<file path="config.mk">
export PLATFORM = sky130hd
export DESIGN_NAME = cla_add_arbiter_flat
export DESIGN_NICKNAME = d
export VERILOG_FILES = /design/src/rtl/cla_add_arbiter_if.sv /design/src/rtl/cla_add_arbiter.sv /design/src/flat_wrapper.sv
export SDC_FILE = /design/constraint.sdc
export NUM_CORES = 1
export LEC_CHECK = 0
export CAP_MARGIN = 40
export CORE_AREA = 2 2 204 206
export DETAILED_ROUTE_END_ITERATION = 10
export DIE_AREA = 0 0 206 208
export PLACE_DENSITY = 0.46
export RECOVER_POWER = 100
export REMOVE_ABC_BUFFERS = 1
export SLEW_MARGIN = 20
export SYNTH_ARGS = -nofsm -noshare
export SYNTH_HDL_FRONTEND = slang
export SYNTH_SLANG_ARGS = --single-unit
</file>
<file path="constraint.sdc">
create_clock -name clk -period 6.81 [get_ports clk]
set_input_delay 1.0215 -clock clk [delete_from_list [all_inputs] [get_ports clk]]
set_output_delay 1.0215 -clock clk [all_outputs]
set_load 0.01 [all_outputs]
</file>
<file path="src/rtl/cla_add_arbiter_if.sv">
// ---------------------------------------------------------------------------
// cla_add_arbiter_if
// Bundles every handshake and bus signal around cla_add_arbiter:
//   req0_* / req1_* : two multi-word add requesters (valid/ready, A, B, cin, last)
//   add_*           : operands to and result from the shared carry-lookahead adder
//   rsp_*           : registered response channel (valid/ready, sum, cout, id,
//                     last, trunc)
// Modports:
//   master : the arbiter itself
//   slave  : its environment (requesters, shared adder, response consumer)
// ---------------------------------------------------------------------------
interface cla_add_arbiter_if #(
    parameter int W = 64
);
    logic         req0_valid;
    logic         req0_ready;
    logic [W-1:0] req0_a;
    logic [W-1:0] req0_b;
    logic         req0_cin;
    logic         req0_last;

    logic         req1_valid;
    logic         req1_ready;
    logic [W-1:0] req1_a;
    logic [W-1:0] req1_b;
    logic         req1_cin;
    logic         req1_last;

    logic [W-1:0] add_a;
    logic [W-1:0] add_b;
    logic         add_cin;
    logic [W-1:0] add_sum;
    logic         add_cout;

    logic         rsp_valid;
    logic         rsp_ready;
    logic [W-1:0] rsp_sum;
    logic         rsp_cout;
    logic         rsp_id;
    logic         rsp_last;
    logic         rsp_trunc;

    modport master (
        input  req0_valid, req0_a, req0_b, req0_cin, req0_last,
        output req0_ready,
        input  req1_valid, req1_a, req1_b, req1_cin, req1_last,
        output req1_ready,
        output add_a, add_b, add_cin,
        input  add_sum, add_cout,
        output rsp_valid, rsp_sum, rsp_cout, rsp_id, rsp_last, rsp_trunc,
        input  rsp_ready
    );

    modport slave (
        output req0_valid, req0_a, req0_b, req0_cin, req0_last,
        input  req0_ready,
        output req1_valid, req1_a, req1_b, req1_cin, req1_last,
        input  req1_ready,
        input  add_a, add_b, add_cin,
        output add_sum, add_cout,
        input  rsp_valid, rsp_sum, rsp_cout, rsp_id, rsp_last, rsp_trunc,
        output rsp_ready
    );
endinterface

</file>
<file path="src/rtl/cla_add_arbiter.sv">
// ---------------------------------------------------------------------------
// cla_add_arbiter
// Shares one external W-bit carry-lookahead adder between two requesters that
// issue multi-precision add bursts (LS word first). Inside a burst the carry
// out of each word feeds the next word's carry in. Arbitration is round-robin
// per burst; results come back one cycle after acceptance on a registered
// response channel tagged with the owning requester.
// Ports:
//   clk  : clock, rising edge
//   rst  : asynchronous active-high reset
//   bus  : cla_add_arbiter_if.master (req0_*, req1_*, add_*, rsp_*)
// Parameters:
//   W         : operand / sum width, equal to the shared adder width
//   MAX_BEATS : longest burst; a burst reaching it without last is cut short
// ---------------------------------------------------------------------------
module cla_add_arbiter #(
    parameter int W         = 64,
    parameter int MAX_BEATS = 4
) (
    input  logic              clk,
    input  logic              rst,
    cla_add_arbiter_if.master bus
);
    localparam int            BW        = $clog2(MAX_BEATS) + 1;
    localparam logic [BW-1:0] LAST_BEAT = BW'(MAX_BEATS);

    typedef enum logic {
        IDLE  = 1'b0,
        BURST = 1'b1
    } state_t;

    state_t        state_reg;
    logic          owner_reg;
    logic          rr_ptr_reg;
    logic          chain_c_reg;
    logic [BW-1:0] beat_reg;

    logic          rsp_valid_reg;
    logic [W-1:0]  rsp_sum_reg;
    logic          rsp_cout_reg;
    logic          rsp_id_reg;
    logic          rsp_last_reg;
    logic          rsp_trunc_reg;

    // Requester signals gathered into arrays so they can be indexed by id.
    logic [1:0]    req_valid;
    logic [1:0]    req_cin;
    logic [1:0]    req_last;
    logic [1:0]    req_ready;
    logic [W-1:0]  req_a [2];
    logic [W-1:0]  req_b [2];

    assign req_valid = {bus.req1_valid, bus.req0_valid};
    assign req_cin   = {bus.req1_cin,   bus.req0_cin};
    assign req_last  = {bus.req1_last,  bus.req0_last};
    assign req_a[0]  = bus.req0_a;
    assign req_a[1]  = bus.req1_a;
    assign req_b[0]  = bus.req0_b;
    assign req_b[1]  = bus.req1_b;

    logic          grant_valid;
    logic          grant_id;
    logic          slot_free;
    logic          accept;
    logic          first_word;
    logic [BW-1:0] beat_num;
    logic          forced_end;
    logic          word_last;
    logic          burst_end;

    // Grant: the burst owner is locked in while a burst is open, even while it
    // has no word to offer, so the other requester cannot slip in mid-chain.
    always_comb begin
        grant_valid = 1'b0;
        grant_id    = 1'b0;
        if (state_reg == BURST) begin
            grant_id    = owner_reg;
            grant_valid = req_valid[owner_reg];
        end else if (&req_valid) begin
            grant_id    = rr_ptr_reg;
            grant_valid = 1'b1;
        end else begin
            grant_id    = req_valid[1];
            grant_valid = |req_valid;
        end
    end

    // A new word may be taken when the response register is empty or is being
    // drained this same cycle, which sustains one word per cycle.
    assign slot_free  = !rsp_valid_reg || bus.rsp_ready;
    assign accept     = grant_valid && slot_free;
    assign first_word = (state_reg == IDLE);
    assign beat_num   = beat_reg + 1'b1;
    assign forced_end = (beat_num == LAST_BEAT);
    assign word_last  = req_last[grant_id];
    assign burst_end  = word_last || forced_end;

    generate
        for (genvar gi = 0; gi < 2; gi++) begin : g_ready
            assign req_ready[gi] = accept && (grant_id == 1'(gi));
        end
    endgenerate

    assign bus.req0_ready = req_ready[0];
    assign bus.req1_ready = req_ready[1];

    // Operands are steered while a grant exists; the adder sees zeros otherwise.
    assign bus.add_a   = grant_valid ? req_a[grant_id] : '0;
    assign bus.add_b   = grant_valid ? req_b[grant_id] : '0;
    assign bus.add_cin = grant_valid && (first_word ? req_cin[grant_id] : chain_c_reg);

    always_ff @(posedge clk or posedge rst) begin
        if (rst) begin
            state_reg     <= IDLE;
            owner_reg     <= 1'b0;
            rr_ptr_reg    <= 1'b0;
            chain_c_reg   <= 1'b0;
            beat_reg      <= '0;
            rsp_valid_reg <= 1'b0;
            rsp_sum_reg   <= '0;
            rsp_cout_reg  <= 1'b0;
            rsp_id_reg    <= 1'b0;
            rsp_last_reg  <= 1'b0;
            rsp_trunc_reg <= 1'b0;
        end else begin
            if (accept) begin
                rsp_valid_reg <= 1'b1;
                rsp_sum_reg   <= bus.add_sum;
                rsp_cout_reg  <= bus.add_cout;
                rsp_id_reg    <= grant_id;
                rsp_last_reg  <= burst_end;
                rsp_trunc_reg <= forced_end && !word_last;
                chain_c_reg   <= bus.add_cout;
                if (burst_end) begin
                    state_reg  <= IDLE;
                    beat_reg   <= '0;
                    rr_ptr_reg <= !grant_id;
                end else begin
                    state_reg <= BURST;
                    owner_reg <= grant_id;
                    beat_reg  <= beat_num;
                end
            end else if (bus.rsp_ready) begin
                rsp_valid_reg <= 1'b0;
            end
        end
    end

    assign bus.rsp_valid = rsp_valid_reg;
    assign bus.rsp_sum   = rsp_sum_reg;
    assign bus.rsp_cout  = rsp_cout_reg;
    assign bus.rsp_id    = rsp_id_reg;
    assign bus.rsp_last  = rsp_last_reg;
    assign bus.rsp_trunc = rsp_trunc_reg;
endmodule

</file>
<file path="src/flat_wrapper.sv">
// flat-port wrapper written by rule: the top's interface ports become plain ports
module cla_add_arbiter_flat 
#(
    parameter int W         = 64,
    parameter int MAX_BEATS = 4
)
  (clk, rst, bus_req0_valid, bus_req0_a, bus_req0_b, bus_req0_cin, bus_req0_last, bus_req0_ready, bus_req1_valid, bus_req1_a, bus_req1_b, bus_req1_cin, bus_req1_last, bus_req1_ready, bus_add_a, bus_add_b, bus_add_cin, bus_add_sum, bus_add_cout, bus_rsp_valid, bus_rsp_sum, bus_rsp_cout, bus_rsp_id, bus_rsp_last, bus_rsp_trunc, bus_rsp_ready);
  cla_add_arbiter_if #(.W(W)) bus_i ();
  input  logic clk;
  input  logic rst;
  input wire logic [$bits(bus_i.req0_valid)-1:0] bus_req0_valid;
  input wire logic [$bits(bus_i.req0_a)-1:0] bus_req0_a;
  input wire logic [$bits(bus_i.req0_b)-1:0] bus_req0_b;
  input wire logic [$bits(bus_i.req0_cin)-1:0] bus_req0_cin;
  input wire logic [$bits(bus_i.req0_last)-1:0] bus_req0_last;
  output wire logic [$bits(bus_i.req0_ready)-1:0] bus_req0_ready;
  input wire logic [$bits(bus_i.req1_valid)-1:0] bus_req1_valid;
  input wire logic [$bits(bus_i.req1_a)-1:0] bus_req1_a;
  input wire logic [$bits(bus_i.req1_b)-1:0] bus_req1_b;
  input wire logic [$bits(bus_i.req1_cin)-1:0] bus_req1_cin;
  input wire logic [$bits(bus_i.req1_last)-1:0] bus_req1_last;
  output wire logic [$bits(bus_i.req1_ready)-1:0] bus_req1_ready;
  output wire logic [$bits(bus_i.add_a)-1:0] bus_add_a;
  output wire logic [$bits(bus_i.add_b)-1:0] bus_add_b;
  output wire logic [$bits(bus_i.add_cin)-1:0] bus_add_cin;
  input wire logic [$bits(bus_i.add_sum)-1:0] bus_add_sum;
  input wire logic [$bits(bus_i.add_cout)-1:0] bus_add_cout;
  output wire logic [$bits(bus_i.rsp_valid)-1:0] bus_rsp_valid;
  output wire logic [$bits(bus_i.rsp_sum)-1:0] bus_rsp_sum;
  output wire logic [$bits(bus_i.rsp_cout)-1:0] bus_rsp_cout;
  output wire logic [$bits(bus_i.rsp_id)-1:0] bus_rsp_id;
  output wire logic [$bits(bus_i.rsp_last)-1:0] bus_rsp_last;
  output wire logic [$bits(bus_i.rsp_trunc)-1:0] bus_rsp_trunc;
  input wire logic [$bits(bus_i.rsp_ready)-1:0] bus_rsp_ready;
  assign bus_i.req0_valid = bus_req0_valid;
  assign bus_i.req0_a = bus_req0_a;
  assign bus_i.req0_b = bus_req0_b;
  assign bus_i.req0_cin = bus_req0_cin;
  assign bus_i.req0_last = bus_req0_last;
  assign bus_req0_ready = bus_i.req0_ready;
  assign bus_i.req1_valid = bus_req1_valid;
  assign bus_i.req1_a = bus_req1_a;
  assign bus_i.req1_b = bus_req1_b;
  assign bus_i.req1_cin = bus_req1_cin;
  assign bus_i.req1_last = bus_req1_last;
  assign bus_req1_ready = bus_i.req1_ready;
  assign bus_add_a = bus_i.add_a;
  assign bus_add_b = bus_i.add_b;
  assign bus_add_cin = bus_i.add_cin;
  assign bus_i.add_sum = bus_add_sum;
  assign bus_i.add_cout = bus_add_cout;
  assign bus_rsp_valid = bus_i.rsp_valid;
  assign bus_rsp_sum = bus_i.rsp_sum;
  assign bus_rsp_cout = bus_i.rsp_cout;
  assign bus_rsp_id = bus_i.rsp_id;
  assign bus_rsp_last = bus_i.rsp_last;
  assign bus_rsp_trunc = bus_i.rsp_trunc;
  assign bus_i.rsp_ready = bus_rsp_ready;
  cla_add_arbiter #(.W(W), .MAX_BEATS(MAX_BEATS)) u_core (.clk(clk), .rst(rst), .bus(bus_i));
endmodule
</file>
Word-level counts from Yosys, hierarchy flattened
Index checks and enable logic that the tools add are counted.
{ "word_totals": {"reg_bits": 75, "input_bits": 330, "output_inout_bits": 200} }
{ "op_classes": {"add_sub_neg": 1, "magnitude_cmp": 3, "eq_ne": 1, "muxes": 23, "n_bitwise": 3, "reduce_logical": 15} }
{ "ops": {"columns": ["op", "n"], "rows": [
  ["64-bit two-way mux", 8],
  ["1-bit two-way mux", 14],
  ["2-bit AND reduction", 3],
  ["1-bit logical AND", 5],
  ["1-bit by 2-bit less-than comparator with 1-bit output (second input constant)", 2],
  ["3-bit by 1-bit adder with 3-bit output (second input constant)", 1],
  ["3-bit equality test (second input constant)", 1],
  ["1-bit zero test", 3],
  ["3-bit two-way mux", 1],
  ["2-bit >= comparator (second input constant)", 1],
  ["1-bit logical OR", 2],
  ["1-bit inverter", 2],
  ["1-bit inverter with 2-bit output", 1],
  ["2-bit nonzero test", 1],
  ["2-bit OR reduction", 1]
]} }

Depth between registers and ports, before layout
Gate-level depths: netlist of the first run.
{ "depth": {"depth_word": 8, "depth_mapped": 6} }

Worst setup path after synthesis of the first run
OpenSTA, ideal clock, no wires.
{ "synth_path": {"path_type": "input port to output port", "from": "input bus_req0_valid", "to": "output bus_add_a[24]", "arrival_time_ps": 2089, "path_slack_ps": 3699, "path_stages": 6, "cell_sequence": "nor2b_1 o21a_1 buf_2 buf_1 nand2_1 a21oi_1"} }
{ "synth_via": {"elab_chain_len": 8, "elab_cells_between_ends": 13, "cone_classes": "mux (10); bitwise (1); reduce/logical (2)"} }
{ "synth_lines": {"columns": ["element", "line", "rtl"], "rows": [
  ["start: declaration", "flat_wrapper.sv:11", "input wire logic [$bits(bus_i.req0_valid)-1:0] bus_req0_valid;"],
  ["2-bit AND reduction", "cla_add_arbiter.sv:79", "end else if (&req_valid) begin"],
  ["1-bit two-way mux", "cla_add_arbiter.sv:79", null],
  ["1-bit two-way mux", "cla_add_arbiter.sv:76", "if (state_reg == BURST) begin"],
  ["1-bit inverter with 2-bit output (implied by the code)", "cla_add_arbiter.sv:108", "assign bus.add_a = grant_valid ? req_a[grant_id] : '0;"],
  ["64-bit two-way mux (implied by the code) (3 in series)", "cla_add_arbiter.sv:108", null],
  ["64-bit two-way mux (*)", "cla_add_arbiter.sv:108", null],
  ["end: declaration", "flat_wrapper.sv:23", "output wire logic [$bits(bus_i.add_a)-1:0] bus_add_a;"]
]} }
Every way passes the cells marked *; elsewhere a longest branch is shown, timed or not. The select of a mux whose other input is x is not followed.

Final worst setup path of the first run
{ "layout_path": {"from": "input bus_req0_valid", "to": "output bus_add_a[15]"} }
The elaborated chain is that of the path after synthesis.

==> flow_summary.json, run 1 <==
{
  "viasPerCell": 3.89,
  "fin_area_um2": 10900,
  "grt_max_degree": 108,
  "status": "finished, violations left",
  "die_w_um": 206,
  "core-area_um2": 40600,
  "max_cap_viol_count": 1,
  "met2_usage_pct": 26.5,
  "yosysUniqueCellTypes": 29,
  "antenna_found_initial": 9,
  "fp.dieH_um": 208,
  "worst_pin_slew_ns": 2.79,
  "syn_inst": 628,
  "final_layout_size_suffix_gt1_share_pct": 7.74,
  "synth_top_family_by_area": "simple AND/OR/NAND/NOR gates",
  "first_pass_iters": 5,
  "total_power_mw": 3.22,
  "hp-class": "reg2reg",
  "path_clk_slew_ns": 0.05,
  "area_growth_pct": 127,
  "fmax_mhz": 172,
  "cts_tree": "done",
  "ant_nets": 0,
  "busiest_layer": "met2",
  "grt_use_met1_pct": 16.6,
  "endpoint_kind": "output port",
  "hold_ws_ns": 0.482,
  "cts_resized": 0,
  "required_ns": 5.79,
  "largest_reg_flops": 64,
  "critPathKind": "in2out",
  "insertion_delay_ns": 0.34,
  "dieArea_um2": 42800,
  "grt_pass1_vias": 6845,
  "gr-total-overflow": 0,
  "finalSetupTns_ns": 0,
  "ys_ff_latch": 75,
  "fin_skew_ns": 0.00627,
  "worst-path-max-fanout": 107,
  "layout_min_cycle_time_ns": 5.80,
  "numCtsBuffers": 9,
  "gr-usage-all-layers_pct": 14.7,
  "grtUsageMet3_pct": 4.17,
  "post-route-util_pct": 27.0,
  "drcViolationCount": 0,
  "synth-xor-area-share_pct": 0,
  "wirelength_mm": 33.0,
  "finalCritPeriodShare_pct": 85.1,
  "drt_iter0_drc": 309,
  "ios": 530,
  "avgRoutedWirePerCell_um": 19.7,
  "leakage_nw": 4.52,
  "violations": "capacitance limit, slew limit",
  "synth.mux.area_fraction_pct": 15.6,
  "critPathArrivalTime_ns": 4.78,
  "hpwlAfterDp_mm": 27.4,
  "placed_area_um2": 10700,
  "syn_avg_cell_area_um2": 7.67,
  "vdd_ir_drop_max_mv": 0.159,
  "hold_viol": 0,
  "initial_utilization_pct": 11.9,
  "synth_compound_area_share_pct": 16.1,
  "portBuffers": 529,
  "power_density_nw_per_um2": 294,
  "yosys_warnings": 0,
  "vias": 6516,
  "clockRootBuffer": "clkbuf_16",
  "rows": 74,
  "clkSinkCount": 75,
  "place_congestion": 0.873,
  "rsz0062_at_grt": "false",
  "cts_setup_buffers": 0,
  "grt_pass1_wl_mm": 46.0,
  "seq_area_frac_synth_pct": 38.9,
  "netlist_area_um2": 4820,
  "setup_violations": 0,
  "clock_path_buffers": 2,
  "drv_slew": 51,
  "yosys.area_share.adder_pct": 0.519,
  "nets": 1465,
  "synth-simple-area-share_pct": 22.7,
  "postCtsHoldBufs": 0,
  "max_slew_margin_pct": -85.9,
  "cp-start-kind": "primary input",
  "htreeDepth": 3
}
-- worst max-delay path: stages --
cell and delay [ns]:
dlygate4sd3_1 0.57, a21boi_1 0.17, o21ai_0 0.70, clkbuf_1 0.92
buf_12 0.48, a21oi_1 0.17, dlygate4sd3_1 0.66
-- layout by cell type (no fill, tap or decap), drive strengths merged --
master         synthesis  routed
inv                    4       3
or3b                   1       1
o21a                   1       1
nor3                   1       1
clkbuf                14      16
a32oi                  1       1
buf                   36      10
clkinvlp               0       3
o211ai                 1       1
nand3                  2       2
clkinv                 0       2
dfrtp                 75      75
or2                    1       1
a21oi                130     130
ha                     2       2
clkdlybuf4s50          0     332
mux2                  66      66
nand2b                 4       4
mux2i                  1       1
o41ai                  2       2
diode                  0       5
a21boi                 3       3
nor2                   9       9
nand2                266     266
dlygate4sd3            0     197
o2bb2a                 1       1
nor2b                  1       1
o21ai                  6       6
-- through the flow --
stage / instances / setup WS (ns)
2_1_floorplan: 578 / -0.0676
3_3_place_gp: 1651 / 1.54
3_5_place_dp: 1654 / 1.55
4_1_cts: 1669 / 1.53
5_1_grt: 1674 / 0.768
6_report: 1674 / 1.01
-- cell usage after synthesis --
master	count	area, um2
o21ai_1	3	15.0
nor3_1	1	5.00
nor2b_1	1	6.26
buf_2	27	135
nor2_1	9	33.8
nand3_1	2	10.0
o41ai_1	2	17.5
o21a_1	1	7.51
or3b_1	1	8.76
o21ai_0	3	15.0
o211ai_4	1	21.3
nand2_1	266	998
mux2_2	58	653
buf_1	1	3.75
ha_1	2	25.0
a32oi_1	1	8.76
o2bb2a_4	1	20.0
a21boi_1	2	15.0
buf_6	7	78.8
or2_2	1	6.26
clkbuf_1	14	52.6
inv_1	4	15.0
mux2_1	8	90.1
a21oi_1	130	651
mux2i_1	1	10.0
nand2b_1	4	25.0
buf_4	1	7.51
a21boi_0	1	7.51
dfrtp_1	75	1880
-- final timing paths --
path | start | to | slack, ns | cells past startpoint
max reg2reg | u_core.state_reg$_DFFE_PP0P_ | u_core.bus.rsp_sum[5]$_DFFE_PP0P_ | 2.97 | 5
min | u_core.bus.rsp_sum[52]$_DFFE_PP0P_ | u_core.bus.rsp_sum[52]$_DFFE_PP0P_ | 0.48 | 1
min in group asynchronous | rst | u_core.bus.rsp_sum[1]$_DFFE_PP0P_ | 1.04 | 2
min reg2reg | u_core.bus.rsp_sum[52]$_DFFE_PP0P_ | u_core.bus.rsp_sum[52]$_DFFE_PP0P_ | 0.48 | 1
max in group asynchronous | rst | u_core.rr_ptr_reg$_DFFE_PP0P_ | 1.81 | 4
max | bus_req0_valid | bus_add_a[15] | 1.01 | 7
-- report_power, final --
group          leakage (nW)  total [mW]  switching [mW]  internal (mW)
combinational          3.52        2.07            1.03           1.04
sequential            0.880       0.712          0.0941          0.618
clock                 0.122       0.437           0.192          0.245
-- layer usage --
layer  wire, um  part of all wire [%]
met1      12800                    39
met2      16700                    51
met3       2960                   9.0
met4        533                   1.6
met5          0                     0
-- final cells by class --
class	instances	area, um2
fillers	4461	29600
repair buffers	544	5450
multi-input cells	499	2670
flip-flops and latches	75	1880
well taps	532	666
clock buffers	11	233
clock inverters	4	28.8
inverters	4	16.3
diodes	5	12.5
-- cells by family after synthesis --
| logic type | after synthesis |
|---|---|
| fa+ha+maj | 2 |
| mux | 67 |
| simple gates | 285 |
| compound gates | 145 |
| flops | 75 |
| buf+inv | 54 |
(Power assumes the default switching activity.)
==> inputs of run 2 (changes only) <==
==> constraint.sdc (replaced) <==
create_clock -name clk -period 5.75 [get_ports clk]
set_input_delay 0.8625 -clock clk [delete_from_list [all_inputs] [get_ports clk]]
set_output_delay 0.8625 -clock clk [all_outputs]
set_load 0.01 [all_outputs]
==> run 2 against run 1 <==
Clock skew is 0.0045 ns higher. Highest routed layer unchanged. Sequential share of layout area down 0.14 points. Non-clock buffer count is 3 higher. The run now ends clean. Total power increased by 23%. Clock-buffer cell count is 2 lower. Die area did not move. Utilization increased by 0.22 points. Largest cell class unchanged. Worst hold slack better by 0.0013 ns. Clock power grew 54%.
==> flow_summary.json, run 2 (same netlist as run 1, synthesis figures left out) <==
{
  "status": "complete, no violations",
  "insertion_delay_ns": 0.34,
  "viasPerCell": 3.83,
  "rr_worst_depth": 5,
  "max_cap_viol_count": 0,
  "r2r_slack_ns": 1.98,
  "rows": 74,
  "clockRootBuffer": "clkbuf_16",
  "setup_violations": 0,
  "numCtsBuffers": 9,
  "cts_resized": 0,
  "ios": 530,
  "hp-class": "reg2reg",
  "gr-total-overflow": 0,
  "required_ns": 4.89,
  "comb_power_share_pct": 61.7,
  "hpwlAfterDp_mm": 28.1,
  "hold_ws_ns": 0.483,
  "initial_utilization_pct": 11.9,
  "fin_skew_ns": 0.0108,
  "nets": 1468,
  "p_seq_share_pct": 21.3,
  "worstHoldStart": "u_core.bus.rsp_sum[58]$_DFFE_PP0P_",
  "portBuffers": 529,
  "rsz0062_at_grt": "false",
  "clkSinkCount": 75,
  "hold_viol": 0,
  "wirelength_mm": 33.6,
  "htreeDepth": 3,
  "place_congestion": 0.891,
  "layout_commonest_cell": "clkdlybuf4s50_1",
  "r2r_end": "u_core.bus.rsp_sum[21]$_DFFE_PP0P_",
  "path_clk_slew_ns": 0.06,
  "fmax_mhz": 204,
  "placed_area_um2": 10700,
  "vdd_ir_drop_max_mv": 0.224,
  "layout_min_cycle_time_ns": 4.89,
  "cts_setup_buffers": 0,
  "switching_share_pct": 39.7,
  "antenna_found_initial": 10,
  "first_pass_iters": 4,
  "cp-start-kind": "primary input",
  "total_power_mw": 3.96,
  "timing.rr.start": "u_core.state_reg$_DFFE_PP0P_",
  "final_cell_mix": "337 x clkdlybuf4s50_1, 266 x nand2_1, 192 x dlygate4sd3_1, 130 x a21oi_1, 75 x dfrtp_1",
  "critPathKind": "in2out",
  "largest_reg_flops": 64,
  "finalCritPeriodShare_pct": 85.1,
  "leakage_nw": 4.56,
  "whs_endpoint": "u_core.bus.rsp_sum[58]$_DFFE_PP0P_",
  "clock_power_share_pct": 17.0,
  "core-area_um2": 40600,
  "p_int_mw": 2.39,
  "cts_tree": "done",
  "gr-usage-all-layers_pct": 14.8,
  "die_w_um": 206,
  "switching_power_mw": 1.57,
  "avgRoutedWirePerCell_um": 20.0,
  "fp.dieH_um": 208,
  "grt_pass1_wl_mm": 46.1,
  "critPathArrivalTime_ns": 4.03,
  "fin_area_um2": 11000,
  "postCtsHoldBufs": 0,
  "grt_pass1_vias": 6744,
  "ant_nets": 0,
  "dieArea_um2": 42800,
  "clock_path_buffers": 2,
  "final_layout_size_suffix_gt1_share_pct": 8.15,
  "vias": 6437,
  "worst_pin_slew_ns": 1.45,
  "endpoint_kind": "output port",
  "max_slew_margin_pct": 3.57,
  "worst-path-max-fanout": 27,
  "drcViolationCount": 0,
  "min_path_cells": 1,
  "power_density_nw_per_um2": 358,
  "grt_max_degree": 71,
  "drt_iter0_drc": 279,
  "drv_slew": 0,
  "area_growth_pct": 129
}
run 2: cell count changes in the layout (fill, tap and decap cells not counted), sizes merged:
cell / before / now
bufinv: 0 / 3
clkinvlp: 3 / 2
clkinv: 2 / 1
clkbuf: 16 / 13
inv: 3 / 5
clkdlybuf4s50: 332 / 337
dlygate4sd3: 197 / 192
buf: 10 / 14
diode: 5 / 7
run 2: worst max-delay path by stage:
| stage | slack (ns) | endpoint | start |
|---|---|---|---|
| finish | 0.86 | bus_add_a[55] | bus_req0_valid |
| global route | 0.58 | bus_add_b[60] | bus_req1_valid |
| CTS | 1.20 | bus_add_a[15] | bus_req0_valid |
| detailed placement | 1.23 | bus_add_a[15] | bus_req0_valid |
| global placement | 1.23 | bus_add_a[15] | bus_req0_valid |
| floorplan | -0.81 | bus_add_cin | bus_req0_valid |
run 2: area by class of cell:
class	count	area, um2
clock buffer	9	225
tap	532	666
fill	4459	29500
antenna	7	17.5
timing repair buffer	547	5460
multi-input combinational	499	2660
sequential	75	1880
inverter	4	16.3
clock inverter	7	123
run 2: per-stage QoR:
step | std cells | util, % | TNS (ns) | setup slack [ns]
after global placement | 1656 | 26.4 | 0 | 1.23
after detailed placement | 1657 | 26.4 | 0 | 1.23
final | 1680 | 27.2 | 0 | 0.857
after CTS | 1673 | 27.3 | 0 | 1.20
after floorplan | 578 | - | -108.04 | -0.810
after global routing | 1679 | 27.2 | 0 | 0.584
run 2: metal layers:
metal	vias to the layer above	share of wire, %	global-route usage (%)
li1	3099	-	-
met1	2979	38	16.2
met2	338	52	27.4
met3	21	9.2	4.35
met4	0	1.3	4.11
met5	-	0	0
run 2: worst max-delay path: stages:
cell,delay [ns]
dlygate4sd3_1,0.57
nor2b_1,0.18
o21ai_1,0.92
buf_4,0.44
nand2_1,0.09
a21oi_1,0.29
dlygate4sd3_1,0.67
run 2: power groups by stage:
stage | Sequential, mW | Combinational, mW | Clock, mW
after floorplan | 0.931 | 1.05 | 0
after global placement | 0.851 | 2.66 | 0
after detailed placement | 0.860 | 2.67 | 0
after CTS | 0.856 | 2.69 | 0.702
after global routing | 0.876 | 2.65 | 0.716
final | 0.843 | 2.44 | 0.673
